<file path="config.mk">
export PLATFORM = sky130hd
export DESIGN_NAME = mcpu_text_console
export DESIGN_NICKNAME = d
export VERILOG_FILES = /design/src/rtl/mcpu_text_console.sv
export SDC_FILE = /design/constraint.sdc
export NUM_CORES = 1
export LEC_CHECK = 0
export ABC_AREA = 1
export BUFFER_PORTS_ARGS = -buffer_cell sky130_fd_sc_hd__buf_2
export CORE_MARGIN = 2
export CORE_UTILIZATION = 45
export DETAILED_ROUTE_END_ITERATION = 16
export GPL_TIMING_DRIVEN = 0
export HOLD_SLACK_MARGIN = 0.05
export PLACE_DENSITY = 0.67
export SLEW_MARGIN = 20
export SYNTH_ARGS = -nofsm -noshare
export SYNTH_HDL_FRONTEND = slang
export SYNTH_SLANG_ARGS = --single-unit
</file>
<file path="constraint.sdc">
create_clock -name clk -period 4.1 [get_ports clk]
set_input_delay 0.615 -clock clk [delete_from_list [all_inputs] [get_ports clk]]
set_output_delay 0.615 -clock clk [all_outputs]
set_load 0.005 [all_outputs]
</file>
<file path="src/rtl/mcpu_text_console.sv">
// rtl/mcpu_text_console.sv - text-mode console engine turning a byte stream into VRAM writes
//
// Terminal-style character sink for the 32x32-cell text pages of mcpu_gpu.
// Cell address = {page[2:0], row[4:0], col[4:0]}.
//
// Ports:
//   clk, rst_n              clock, asynchronous active-low reset
//   in_data/in_valid        byte stream in; accepted when in_valid & in_ready
//   in_ready, busy          engine idle / not idle (busy = ~in_ready)
//   page                    text page, sampled when a byte is accepted
//   bus_req, bus_gnt        VRAM write-port request / grant
//   vram_addr/wdata/we      VRAM write port (address also used for scroll reads)
//   vram_rdata              VRAM read data, combinational from vram_addr
//   cur_row, cur_col        cursor position
module mcpu_text_console #(
  parameter logic [7:0] FILL_CHAR = 8'h20
) (
  input  logic        clk,
  input  logic        rst_n,
  input  logic [7:0]  in_data,
  input  logic        in_valid,
  output logic        in_ready,
  input  logic [2:0]  page,
  output logic        bus_req,
  input  logic        bus_gnt,
  output logic [12:0] vram_addr,
  output logic [7:0]  vram_wdata,
  output logic        vram_we,
  input  logic [7:0]  vram_rdata,
  output logic [4:0]  cur_row,
  output logic [4:0]  cur_col,
  output logic        busy
);

  localparam int ROWS = 32;
  localparam int COLS = 32;
  localparam logic [4:0] LAST_ROW = 5'(ROWS - 1);
  localparam logic [4:0] LAST_COL = 5'(COLS - 1);
  // last destination cell of the row copy; cells above it are the blanked bottom row
  localparam logic [9:0] SCR_LAST  = 10'((ROWS - 1) * COLS - 1);
  localparam logic [9:0] CELL_LAST = 10'(ROWS * COLS - 1);

  typedef enum logic [2:0] {
    IDLE, PUT, BS_ERASE, SCR_RD, SCR_WR, SCR_FILL, CLS
  } state_t;

  state_t      r_state, w_state_n;
  logic [4:0]  r_row, w_row_n;
  logic [4:0]  r_col, w_col_n;
  logic [2:0]  r_page, w_page_n;
  logic [7:0]  r_data, w_data_n;   // character to print, or the scroll read latch
  logic [9:0]  r_cnt, w_cnt_n;     // cell index for scroll and clear
  logic        r_rst_done;         // keeps in_ready low until the first edge out of reset

  always_ff @(posedge clk or negedge rst_n) begin
    if (!rst_n) begin
      r_state    <= IDLE;
      r_row      <= '0;
      r_col      <= '0;
      r_page     <= '0;
      r_data     <= '0;
      r_cnt      <= '0;
      r_rst_done <= 1'b0;
    end else begin
      r_state    <= w_state_n;
      r_row      <= w_row_n;
      r_col      <= w_col_n;
      r_page     <= w_page_n;
      r_data     <= w_data_n;
      r_cnt      <= w_cnt_n;
      r_rst_done <= 1'b1;
    end
  end

  always_comb begin
    w_state_n = r_state;
    w_row_n   = r_row;
    w_col_n   = r_col;
    w_page_n  = r_page;
    w_data_n  = r_data;
    w_cnt_n   = r_cnt;
    case (r_state)
      IDLE: begin
        if (in_valid && r_rst_done) begin
          w_page_n = page;
          w_data_n = in_data;
          case (in_data)
            8'h0A: begin
              w_col_n = '0;
              // moving past the last row scrolls instead of leaving the page
              if (r_row == LAST_ROW) begin
                w_cnt_n   = '0;
                w_state_n = SCR_RD;
              end else begin
                w_row_n = r_row + 5'd1;
              end
            end
            8'h0D: w_col_n = '0;
            8'h08: begin
              if (r_col != '0) begin
                w_col_n   = r_col - 5'd1;
                w_state_n = BS_ERASE;
              end
            end
            8'h0C: begin
              w_cnt_n   = '0;
              w_state_n = CLS;
            end
            default: w_state_n = PUT;
          endcase
        end
      end
      PUT: begin
        if (bus_gnt) begin
          if (r_col == LAST_COL) begin
            w_col_n = '0;
            if (r_row == LAST_ROW) begin
              w_cnt_n   = '0;
              w_state_n = SCR_RD;
            end else begin
              w_row_n   = r_row + 5'd1;
              w_state_n = IDLE;
            end
          end else begin
            w_col_n   = r_col + 5'd1;
            w_state_n = IDLE;
          end
        end
      end
      BS_ERASE: if (bus_gnt) w_state_n = IDLE;
      SCR_RD: begin
        if (bus_gnt) begin
          w_data_n  = vram_rdata;
          w_state_n = SCR_WR;
        end
      end
      SCR_WR: begin
        if (bus_gnt) begin
          w_cnt_n   = r_cnt + 10'd1;
          w_state_n = (r_cnt == SCR_LAST) ? SCR_FILL : SCR_RD;
        end
      end
      SCR_FILL: begin
        if (bus_gnt) begin
          w_cnt_n = r_cnt + 10'd1;
          if (r_cnt == CELL_LAST) w_state_n = IDLE;
        end
      end
      CLS: begin
        if (bus_gnt) begin
          w_cnt_n = r_cnt + 10'd1;
          if (r_cnt == CELL_LAST) begin
            w_row_n   = '0;
            w_col_n   = '0;
            w_state_n = IDLE;
          end
        end
      end
      default: w_state_n = IDLE;
    endcase
  end

  always_comb begin
    vram_addr  = '0;
    vram_wdata = '0;
    case (r_state)
      PUT: begin
        vram_addr  = {r_page, r_row, r_col};
        vram_wdata = r_data;
      end
      BS_ERASE: begin
        vram_addr  = {r_page, r_row, r_col};
        vram_wdata = FILL_CHAR;
      end
      SCR_RD:  vram_addr = {r_page, 10'(r_cnt + 10'd32)};
      SCR_WR: begin
        vram_addr  = {r_page, r_cnt};
        vram_wdata = r_data;
      end
      SCR_FILL, CLS: begin
        vram_addr  = {r_page, r_cnt};
        vram_wdata = FILL_CHAR;
      end
      default: ;
    endcase
  end

  assign vram_we  = bus_gnt && (r_state != IDLE) && (r_state != SCR_RD);
  assign bus_req  = (r_state != IDLE);
  assign in_ready = r_rst_done && (r_state == IDLE);
  assign busy     = ~in_ready;
  assign cur_row  = r_row;
  assign cur_col  = r_col;

endmodule

</file>
-- Yosys cells after proc, flatten, opt, wreduce, memory -nomap -nowiden
Cells that the tools add are included.
- bits in registers: 35
- word-level logic and storage cells: 107
- add/sub/neg operators: 5
- equal/unequal tests: 32
- multiplexer cells: 40
- bitwise operators: 1
- reductions and logical operators: 22
- operators by type and width (operator ; count):
    5-bit 2-to-1 mux ; 11
    10-bit 2-to-1 mux ; 5
    13-bit case mux with 3 select lines ; 1
    3-bit 2-to-1 mux ; 11
    8-bit by 4-bit equality test with 1-bit output, second input constant ; 4
    8-bit case mux with 2 select lines ; 2
    10-bit case mux with 3 select lines ; 1
    5-bit case mux with 3 select lines ; 2
    10-bit equality test, second input constant ; 2
    10-bit case mux with 2 select lines ; 1
    2-bit != test, second input constant ; 9
    3-bit case mux with 6 select lines ; 1
    8-bit 2-to-1 mux ; 2
    7-bit AND reduction ; 2
    3-bit case mux with 4 select lines ; 1
    10-bit by 1-bit adder with 10-bit output, second input constant ; 1
    10-bit by 6-bit adder with 10-bit output, second input constant ; 1
    5-bit by 1-bit adder with 5-bit output, second input constant ; 2
    5-bit equality test, second input constant ; 2
    5-bit case mux with 2 select lines ; 1
    10-bit AND reduction ; 1
    3-bit equality test, second input constant ; 3
    3-bit nonzero test ; 3
    2-bit by 1-bit != test with 1-bit output, second input constant ; 4
    17 further kinds ; 27

-- Logic depth before layout (Yosys ltp)
- depth after elaboration: 5
- mapped depth: 12
- mapped depth without buffers: 12

-- Least setup slack after synthesis
OpenSTA, ideal clock, no wires.
- kind: register to output
- start: reg r_state[0]
- end: out vram_addr[5]
- data arrival time: 1.259 ns
- required time: 3.485 ns
- path slack: 2.226 ns
- cell stages (with the launch flop): 8
- path through: dfrtp_1 buf_2 nor2_2 inv_1 nand2_1 nor2_1 inv_1 o221ai_1
- longest elaborated chain between the ends: 3
- RTL lines (element ; line ; RTL):
    from (decl) ; 47 ; state_t r_state, w_state_n;
    from (signal assigned) ; 65 ; r_state <= w_state_n;
    3-bit equality test (tied with other cells) ; 166 ; case (r_state)
    3-bit OR reduction (no line) / 2-bit OR reduction (equally long branches) ; n/a ;
    13-bit case mux with 3 select lines (*) ; 166 ;
    to (decl) ; 26 ; output logic [12:0] vram_addr,
Mark *: on every way between the ends. The rest lies on a longest branch, timed or not.

-- Worst setup path in the final report
- start: reg r_state[1]
- end: out vram_addr[8]
Same word-level chain as after synthesis.

==> impl_metrics.toml <==
[logic_synthesis]
synth.distinct_cells = 39
syn_nets = 501
synth-compound-area-share = 0.0923
seq_area_frac_synth = 0.290
ys_ff_latch = 35
syn_area_per_cell_um2 = 6.45
synth_xor_area_frac = 0.00869
synthMuxAreaShare = 0
synth_top_family_by_area = "simple AND/OR/NAND/NOR gates"
synth_ff_type = "dfrtp_1"
synth_cells = 469
synth_fa_ha_area_frac = 0.0373
syn_area_mm2 = 0.00302
synth-simple-area-share = 0.478
synth-edff-count = 0
yosysWarnings = 0
synthArstFlopShare = 1.00

[worst_setup_path]
path_class = "reg -> out"
timing.rr.start = "cur_row[1]$_DFFE_PN0P_"
cp-start-kind = "flip-flop"
required_ns = 3.48
critPathLaunch = "r_state[1]$_DFFE_PN0P_"
endpoint_kind = "output pin"
arrival_ns = 1.93
cp_max_fo = 6

[placement]
placed_cells = 603
numPortBuffers = 57
place_congestion = 0.884
place_ws_ns = 1.89
hpwl_mm = 6.47

[finish]
multi_input_area_mm2 = 0.00187
regArea_um2 = 876
final_layout_size_suffix_gt1_frac = 0.200
syn_to_final_growth_pct = 15.3
fin_nets = 565
nFillCells = 669
final_cell_mix = "nand2_1 (161), buf_2 (63), nand3_1 (51), nor2_1 (50), inv_1 (47)"
final_cells = 611
layout_commonest_cell = "nand2_1"
antennaDiodeCount = 0
fin_util = 0.543

[clock_tree]
post_cts_buffers = 0
cts_buffers = 5
cts_resized = 0
clk_latency_ns = 0.30
clock-sinks = 35
htree_num_levels = 2
ctsHoldBuffers = 0
clk_pin_slew_ns = 0.07
cts_buffer_depth = 2
root_buffer = "clkbuf_8"
cts_tree = "yes"

[sta]
fin_skew_ns = 0.00642
layout_setup_ws_ns = 1.55
fmax_mhz = 393
final_max_slew_viol_count = 0
setup_viol = 0
finalSetupTns_ns = 0
grt_setup_unrepaired = "no"
period_minus_slack_ns = 2.55
hold_viol = 0
fin_crit_sh = 0.621
worst_pin_slew_ns = 0.855
maxSlewHeadroom = 0.426

[hold_path]
worst_hold_path_type = "in -> async"

[detailed_routing]
ant_nets = 0
drtPass1Iterations = 4
routed_via_density = 5.34
drt_iter0_drc = 219
drc_errors = 0
wl_per_cell_um = 13.9
wirelength_mm = 8.50
vias = 3265

[pwr]
cellPowerDensity_mw_per_mm2 = 481
ir_drop_mv = 0.265
power.leakage_nw = 1.90

[global_routing]
grt_pass1_vias = 2860
grt_max_degree = 36
grt_first_pass_wirelength_mm = 13.5
grt.overflow.total = 0
antenna_found_initial = 0
grt_use_total = 0.232

[floorplan]
fp.dieH_um = 86.0
ios = 58
die_x_um = 86.0
coreArea_mm2 = 0.00642
initial_core_util = 0.471
rows = 29
fp.dieArea_mm2 = 0.00739

[status]
status = "completed"

[run]
cap_violations = 0
==> synthesized netlist by cell type (3+ instances only) <==
cell type  instances  area [um2]
a21oi_1            8        40.0
buf_2              6        30.0
clkbuf_1           3        11.3
dfrtp_1           35         876
ha_1               9         113
inv_1             47         176
inv_2              4        15.0
nand2_1          161         604
nand2_2            6        37.5
nand3_1           51         255
nand3_2            3        30.0
nand3b_1           5        37.5
nand4_1           17         106
nor2_1            50         188
nor2_2             3        18.8
nor2_4             5        56.3
o211ai_1           3        22.5
o21ai_0           15        75.1
o21ai_1            3        15.0
o21ai_2            3        26.3
o221ai_1           3        26.3
o22ai_1            4        25.0
xor2_1             3        26.3
==> kinds of logic after synthesis <==
| kind of cell | after synthesis |
|---|---|
| compound gates | 44 |
| buf+inv | 66 |
| simple gates | 311 |
| fa+ha+maj | 9 |
| xor+xnor | 3 |
| other cells | 1 |
| flops | 35 |
==> sequential cells by signal (all words and copies together) (netlist names) <==
name and count:
cur_col 5, cur_row 5, r_cnt 10, r_data 8, r_page 3, r_rst_done 1, r_state 3
==> where the power goes <==
part | internal (mW) | switching (mW) | total, mW | leakage (nW)
Clock | 0.119 | 0.131 | 0.250 | 0.0422
Combinational | 0.328 | 0.609 | 0.937 | 1.40
Sequential | 0.435 | 0.0550 | 0.490 | 0.456
Total | 0.883 | 0.795 | 1.68 | 1.90
==> layer usage <==
| layer | wire, um | part of all wire | vias up | global-route usage |
|---|---|---|---|---|
| met5 | 0 | 0 | - | 0 |
| li1 | - | - | 1644 | - |
| met2 | 3970 | 0.47 | 101 | 0.378 |
| met4 | 133 | 0.016 | 0 | 0.0707 |
| met1 | 3900 | 0.46 | 1509 | 0.316 |
| met3 | 494 | 0.058 | 11 | 0.0366 |
==> critical path: stages, from the launching register on <==
cell	delay, ns
dfrtp_1	0.50
nor2_2	0.10
inv_1	0.10
nand2_1	0.08
nor2_1	0.28
inv_1	0.18
o221ai_1	0.24
buf_2	0.16
==> per-stage QoR <==
step | total power [mW] | instance area, um2 | hold slack, ns
floorplan | 1.14 | 3020 | 0.319
global placement | 1.41 | 3400 | 0.498
detailed placement | 1.43 | 3400 | 0.509
CTS | 1.69 | 3490 | 0.445
global route | 1.82 | 3490 | 0.483
finish | 1.68 | 3490 | 0.410
==> final cells by class <==
type | count | share of cell area
buffer | 12 | 0.0205
clock buffer | 7 | 0.0219
clock inverter | 1 | 0.00144
inverter | 54 | 0.0596
multi-input combinational | 368 | 0.536
sequential | 35 | 0.251
tap | 77 | 0.0276
timing repair buffer | 57 | 0.0818
==> path summary, 6_finish.rpt <==
path | cells past startpoint | endpoint | slack, ns
max | 7 | vram_addr[8] | 1.55
min | 1 | r_data[1]$_DFFE_PN0P_ | 0.41
max reg2reg | 10 | r_cnt[7]$_DFFE_PN0P_ | 1.97
min reg2reg | 2 | r_page[2]$_DFFE_PN0P_ | 0.52
max in group asynchronous | 1 | cur_col[4]$_DFFE_PN0P_ | 3.16
min in group clk | 2 | r_page[2]$_DFFE_PN0P_ | 0.52
Note: power is estimated with default switching activity, not from simulation.
